==> config.mk <==
export PLATFORM = sky130hd
export DESIGN_NAME = lt24_bus_sequencer
export DESIGN_NICKNAME = d
export VERILOG_FILES = /design/src/rtl/lt24_pkg.sv /design/src/rtl/lt24_phase_timer.sv /design/src/rtl/lt24_bus_sequencer.sv
export SDC_FILE = /design/constraint.sdc
export NUM_CORES = 1
export LEC_CHECK = 0
export ABC_AREA = 1
export ABC_CLOCK_PERIOD_IN_PS = 3000
export CORE_UTILIZATION = 43
export DETAILED_ROUTE_END_ITERATION = 8
export MAX_ROUTING_LAYER = met4
export PLACE_DENSITY_LB_ADDON = 0.05
export SLEW_MARGIN = 10
export SYNTH_ARGS = -nofsm -noshare
export SYNTH_HDL_FRONTEND = slang
export SYNTH_HIERARCHICAL = 1
export SYNTH_SLANG_ARGS = --single-unit
export TNS_END_PERCENT = 1
==> constraint.sdc <==
create_clock -name clk -period 3 [get_ports clk]
set_input_delay 0.6 -clock clk [delete_from_list [all_inputs] [get_ports clk]]
set_output_delay 0.6 -clock clk [all_outputs]
set_load 0.02 [all_outputs]
==> src/rtl/lt24_pkg.sv <==
// lt24_pkg: shared constants and types for the LT24 8080-style bus sequencer.
// Bus width, DC encoding, default strobe timing and FSM state encoding.
package lt24_pkg;

  localparam int BUS_W = 16;

  localparam logic DC_CMD  = 1'b0;
  localparam logic DC_DATA = 1'b1;

  localparam int DEF_WR_LOW_CYC  = 2;
  localparam int DEF_WR_HIGH_CYC = 2;
  localparam int DEF_RD_LOW_CYC  = 8;
  localparam int DEF_RD_HIGH_CYC = 4;

  typedef enum logic [2:0] {
    IDLE,
    SETUP,
    WR_LO,
    WR_HI,
    RD_LO,
    RD_HI,
    BURST_WAIT,
    RELEASE
  } state_t;

  function automatic int max4(input int a, input int b,
                              input int c, input int d);
    int m;
    m = a;
    if (b > m) m = b;
    if (c > m) m = c;
    if (d > m) m = d;
    return m;
  endfunction

endpackage

==> src/rtl/lt24_phase_timer.sv <==
// lt24_phase_timer: down-counter shared by all strobe phases.
// Loaded on phase entry; done is high on the final cycle of the phase.
module lt24_phase_timer #(
  parameter int CW = 4
) (
  input  logic          clk,
  input  logic          reset,
  input  logic          load,
  input  logic [CW-1:0] len,
  output logic          done
);

  logic [CW-1:0] cnt;

  // Load len-1 on entry so a phase of length N spans N cycles.
  always_ff @(posedge clk or posedge reset) begin
    if (reset)
      cnt <= '0;
    else if (load)
      cnt <= len - CW'(1);
    else if (cnt != '0)
      cnt <= cnt - CW'(1);
  end

  assign done = (cnt == '0);

endmodule

==> src/rtl/lt24_bus_sequencer.sv <==
// lt24_bus_sequencer: shares the LT24 parallel bus between a register path
// and a pixel burst path, generating cs_n/dc_n/wr_n/rd_n timing.
module lt24_bus_sequencer
  import lt24_pkg::*;
#(
  parameter int WR_LOW_CYC  = DEF_WR_LOW_CYC,
  parameter int WR_HIGH_CYC = DEF_WR_HIGH_CYC,
  parameter int RD_LOW_CYC  = DEF_RD_LOW_CYC,
  parameter int RD_HIGH_CYC = DEF_RD_HIGH_CYC
) (
  input  logic        clk,
  input  logic        reset,
  input  logic        cmd_valid,
  output logic        cmd_ready,
  input  logic        cmd_dc,
  input  logic        cmd_rd,
  input  logic [15:0] cmd_wdata,
  output logic        rsp_valid,
  output logic [15:0] rsp_rdata,
  input  logic        pix_valid,
  output logic        pix_ready,
  input  logic [15:0] pix_data,
  input  logic        pix_last,
  output logic        frame_busy,
  output logic        lcd_cs_n,
  output logic        lcd_dc_n,
  output logic        lcd_wr_n,
  output logic        lcd_rd_n,
  output logic [15:0] lcd_d_out,
  output logic        lcd_d_oe,
  input  logic [15:0] lcd_d_in
);

  localparam int MAXC = max4(WR_LOW_CYC, WR_HIGH_CYC,
                             RD_LOW_CYC, RD_HIGH_CYC);
  localparam int CW = $clog2(MAXC + 1);

  if (WR_LOW_CYC < 1 || WR_HIGH_CYC < 1 ||
      RD_LOW_CYC < 1 || RD_HIGH_CYC < 1) begin : g_bad_timing
    $error("lt24_bus_sequencer: every phase length must be >= 1");
  end

  state_t state, next_state;

  logic [BUS_W-1:0] lat_data, n_data;
  logic lat_dc, n_dc;
  logic lat_rd, n_rd;
  logic lat_last, n_last;
  logic lock, n_lock;
  logic acc_cmd, acc_pix;
  logic t_load, t_done;
  logic [CW-1:0] t_len;
  logic n_cs_n, n_dc_n, n_wr_n, n_rd_n, n_oe;

  lt24_phase_timer #(.CW(CW)) u_timer (
    .clk   (clk),
    .reset (reset),
    .load  (t_load),
    .len   (t_len),
    .done  (t_done)
  );

  // Handshakes; RELEASE also takes commands so a queued command
  // follows a burst with a single cs_n high cycle.
  always_comb begin
    cmd_ready = 1'b0;
    pix_ready = 1'b0;
    if (!reset) begin
      cmd_ready = !lock && (state == IDLE || state == RELEASE);
      pix_ready = (state == IDLE && !lock && !cmd_valid) ||
                  (state == BURST_WAIT);
    end
  end

  assign acc_cmd    = cmd_valid && cmd_ready;
  assign acc_pix    = pix_valid && pix_ready;
  assign frame_busy = lock;

  // Next state, request latches and burst lock.
  always_comb begin
    next_state = state;
    n_data = lat_data;
    n_dc   = lat_dc;
    n_rd   = lat_rd;
    n_last = lat_last;
    n_lock = lock;
    if (acc_cmd) begin
      n_data = cmd_wdata;
      n_dc   = cmd_dc;
      n_rd   = cmd_rd;
      n_last = 1'b1;
    end else if (acc_pix) begin
      n_data = pix_data;
      n_dc   = DC_DATA;
      n_rd   = 1'b0;
      n_last = pix_last;
      if (!pix_last) n_lock = 1'b1;
    end
    unique case (state)
      IDLE:
        if (acc_cmd || acc_pix) next_state = SETUP;
      SETUP:
        next_state = lat_rd ? RD_LO : WR_LO;
      WR_LO:
        if (t_done) next_state = WR_HI;
      WR_HI:
        if (t_done) begin
          if (lock && !lat_last) begin
            next_state = BURST_WAIT;
          end else begin
            next_state = RELEASE;
            n_lock = 1'b0;
          end
        end
      BURST_WAIT:
        if (acc_pix) next_state = WR_LO;
      RD_LO:
        if (t_done) next_state = RD_HI;
      RD_HI:
        if (t_done) next_state = RELEASE;
      RELEASE:
        next_state = acc_cmd ? SETUP : IDLE;
      default:
        next_state = IDLE;
    endcase
  end

  // Reload the phase timer on every state change.
  always_comb begin
    t_load = (next_state != state);
    case (next_state)
      WR_LO:   t_len = CW'(WR_LOW_CYC);
      WR_HI:   t_len = CW'(WR_HIGH_CYC);
      RD_LO:   t_len = CW'(RD_LOW_CYC);
      RD_HI:   t_len = CW'(RD_HIGH_CYC);
      default: t_len = CW'(1);
    endcase
  end

  // Pin values for the state being entered, so pins match state.
  always_comb begin
    n_cs_n = 1'b1;
    n_dc_n = 1'b1;
    n_wr_n = 1'b1;
    n_rd_n = 1'b1;
    n_oe   = 1'b0;
    case (next_state)
      SETUP: begin
        n_cs_n = 1'b0;
        n_dc_n = n_dc;
        n_oe   = !n_rd;
      end
      WR_LO: begin
        n_cs_n = 1'b0;
        n_dc_n = n_dc;
        n_wr_n = 1'b0;
        n_oe   = 1'b1;
      end
      WR_HI: begin
        n_cs_n = 1'b0;
        n_dc_n = n_dc;
        n_oe   = 1'b1;
      end
      RD_LO: begin
        n_cs_n = 1'b0;
        n_dc_n = n_dc;
        n_rd_n = 1'b0;
      end
      RD_HI: begin
        n_cs_n = 1'b0;
        n_dc_n = n_dc;
      end
      BURST_WAIT: begin
        n_cs_n = 1'b0;
        n_dc_n = DC_DATA;
        n_oe   = 1'b1;
      end
      default: ;
    endcase
  end

  // State, latched request and burst lock.
  always_ff @(posedge clk or posedge reset) begin
    if (reset) begin
      state    <= IDLE;
      lat_data <= '0;
      lat_dc   <= DC_CMD;
      lat_rd   <= 1'b0;
      lat_last <= 1'b0;
      lock     <= 1'b0;
    end else begin
      state    <= next_state;
      lat_data <= n_data;
      lat_dc   <= n_dc;
      lat_rd   <= n_rd;
      lat_last <= n_last;
      lock     <= n_lock;
    end
  end

  // Registered LCD pins and read response.
  always_ff @(posedge clk or posedge reset) begin
    if (reset) begin
      lcd_cs_n  <= 1'b1;
      lcd_dc_n  <= 1'b1;
      lcd_wr_n  <= 1'b1;
      lcd_rd_n  <= 1'b1;
      lcd_d_oe  <= 1'b0;
      lcd_d_out <= '0;
      rsp_valid <= 1'b0;
      rsp_rdata <= '0;
    end else begin
      lcd_cs_n  <= n_cs_n;
      lcd_dc_n  <= n_dc_n;
      lcd_wr_n  <= n_wr_n;
      lcd_rd_n  <= n_rd_n;
      lcd_d_oe  <= n_oe;
      if (n_oe) lcd_d_out <= n_data;
      rsp_valid <= (state == RD_LO) && t_done;
      if (state == RD_LO && t_done) rsp_rdata <= lcd_d_in;
    end
  end

endmodule

==> out/summary.txt <==
IO Count - 96
DIE HEIGHT - 89.1 um
Root buffer cell - clkbuf_8
Worst vdd rail ir drop - 0.000258 V
Rows - 31
Yosys Warn Count - 6
Type of origin of the critical path - primary input
CTS resizes - 0
Number of antenna violations at the first check in global routing - 0
Max-Slew Margin vs Limit - 0.488
Synth cell types - 30
Net Switching - 0.000396 W
CTS sink cnt - 65
Mapped cell area - 0.00326 mm^2
Clock buffer depth - 2
Layout area overhead - 38.9%
Final GP Congestion - 0.862
Number of max-capacitance violations reported - 0
Commonest cells after routing, fill and taps aside - nand2_1, clkdlybuf4s50_1, dfrtp_1, inv_1, nand3_1
Worst Setup End Kind - output port
H-tree depth - 3
Worst Hold Slack - 0.467 ns
Syn nets - 480
Detailed Routing Iterations Pass 1 - 4
Clk pwr share - 0.419
Worst-path clk slew - 0.07 ns
Dpl cell area - 0.00435 mm^2
DIE AREA - 0.00794 mm^2
Setup bufs post-CTS - 0
Final hold viol count - 0
Sequential area share after synthesis - 0.500
Non-Filler Instances - 631
Final HPWL DP - 5.67 mm
Crit path DAT - 2.20 ns
Initial Util - 0.447
Avg WL per Cell - 12.6 um
Total core area - 0.00729 mm^2
Cell mode on critical path - clkdlybuf4s50_1
Overflow after GRT - 0
Pwr Density - 383 mW/mm^2
Worst-Margin Slew - 0.768 ns
Skew-Pair Late Insertion Delay - 0.34 ns
Die Width - 89.1 um
Worst-path fanout max - 3
Leak pwr - 2.32 nW
Final Cell Area - 0.00453 mm^2
Share of cells above drive strength 1 - 0.130
CP cell instances - clkdlybuf4s50_1 > nor2_1 > nand3_1 > a21oi_2 > clkdlybuf4s50_1
Final WL - 7.97 mm
Total GRT Usage - 0.221
Minimum clock period after layout - 2.80 ns
Vias in the first global route - 2,769
TritonCTS clock tree - built
Final Cycle Share - 0.932
Setup CP Type - primary input to output port
Largest net degree at the start of global routing - 62
Via density - 4.75
Combinational fraction of design power - 0.070
DRT iter0 DRCs - 179
Unrepaired setup endpoints after global routing - no
Fmax achieved - 0.358 GHz
Commonest non-fill, non-tap cell in the layout - nand2_1
CTS buffer count - 9
Fin. max-slew vios - 0
Critical-path top delay cell - clkdlybuf4s50_1
Syn_area_per_cell - 7.70 um^2
Worst Hold Path Cells - 1
First-pass GRT wire length - 12.8 mm
CP required - 2.40 ns
Hold_buf cts - 0
Clk_skew - 0.0136 ns
Worst reg2reg path depth - 17
Cells after DPL - 615
Setup TNS - 0 ns
Number of vias in the routed layout - 3,000
Design Power - 0.00174 W
Worst hold path type - register to register
Port buffer count - 95
Residual DRC - 0
Internal Dissipation - 0.00134 W
Final net count - 583
Setup Viol. Count Final - 0
Post-Syn Instances - 424
Status - complete, no violations
Flop pwr share - 0.511
Ant diodes - 0
CP peak stage delay - 0.66 ns
Yosys reg bits - 65
Switching share of total power - 0.228
ANT nets after route - 0
[per-stage QoR]
| stage | worst slack [ns] | util |
|---|---|---|
| 2_1_floorplan | 0.0182 | - |
| 6_report | 0.204 | 0.622 |
| 5_1_grt | 0.0978 | 0.622 |
| 3_3_place_gp | 0.125 | 0.596 |
| 4_1_cts | 0.214 | 0.622 |
| 3_5_place_dp | 0.0549 | 0.596 |
[layer usage]
layer | global-route usage | vias to the layer above | wire length [um]
met5 | - | - | 0
met4 | 0.0635 | 0 | 101
met3 | 0.0609 | 11 | 493
met2 | 0.352 | 80 | 3790
met1 | 0.276 | 1405 | 3590
li1 | - | 1504 | -
[state kept, by name (all words and copies together), names as in the netlist]
signal	count
lat_data	16
lcd_d_out	16
rsp_rdata	16
u_timer/cnt	4
state	3
frame_busy	1
lat_dc	1
lat_last	1
lat_rd	1
lcd_cs_n	1
lcd_d_oe	1
lcd_dc_n	1
lcd_rd_n	1
lcd_wr_n	1
rsp_valid	1
[kinds of logic (layout without fill, tap and decap cells)]
family	after synthesis	after routing	share of synthesized area
simple gates	258	258	0.355
buf+inv	83	191	0.109
flops	65	65	0.500
compound gates	17	17	0.0314
fa+ha+maj	1	1	0.00383
[cell type report]
class | count | area, um^2
inverters | 67 | 256
repair buffers | 108 | 1050
multi-input cells | 276 | 1280
clock inverters | 5 | 56.3
flip-flops and latches | 65 | 1630
fillers | 703 | 2760
well taps | 99 | 124
clock buffers | 11 | 131
[cell usage after synthesis (all sizes together)]
master    n  share of area
nor2     15          0.019
o21a      1         0.0023
dfrtp    61           0.47
a21oi     5         0.0088
nand4     2         0.0038
o21ai     8          0.013
clkinv    1         0.0015
or2       1         0.0019
nand3    63           0.11
nor3      1         0.0050
o211ai    1         0.0023
ha        1         0.0038
dfstp     4          0.032
clkbuf    4         0.0046
buf      12          0.027
nand2   176           0.22
a41oi     1         0.0027
o22ai     1         0.0019
inv      66          0.076
[worst paths after layout]
check                          startpoint              to  slack (ns)
min in group asynchronous           reset  u_timer/cnt[1]        0.80
setup / recovery                cmd_valid       pix_ready        0.20
max in group asynchronous           reset    rsp_rdata[0]        1.45
hold reg to reg                  lat_last      frame_busy        0.47
hold / removal                   lat_last      frame_busy        0.47
setup reg to reg           u_timer/cnt[2]  u_timer/cnt[2]        0.36
[worst max-delay path: cells and delay by family]
kind / cells / cell delay, ns
buf+inv: 2 / 1.13
simple gates: 2 / 0.25
compound gates: 1 / 0.22
[power groups by stage]
stage / sequential, W / clock (W) / combinational (W)
3_5_place_dp: 0.000905 / 0 / 0.000123
2_1_floorplan: 0.000904 / 0 / 0.0000370
4_1_cts: 0.000888 / 0.000747 / 0.000124
3_3_place_gp: 0.000905 / 0 / 0.000124
5_1_grt: 0.000889 / 0.000781 / 0.000136
6_report: 0.000888 / 0.000729 / 0.000122
(Power assumes the default switching activity.)
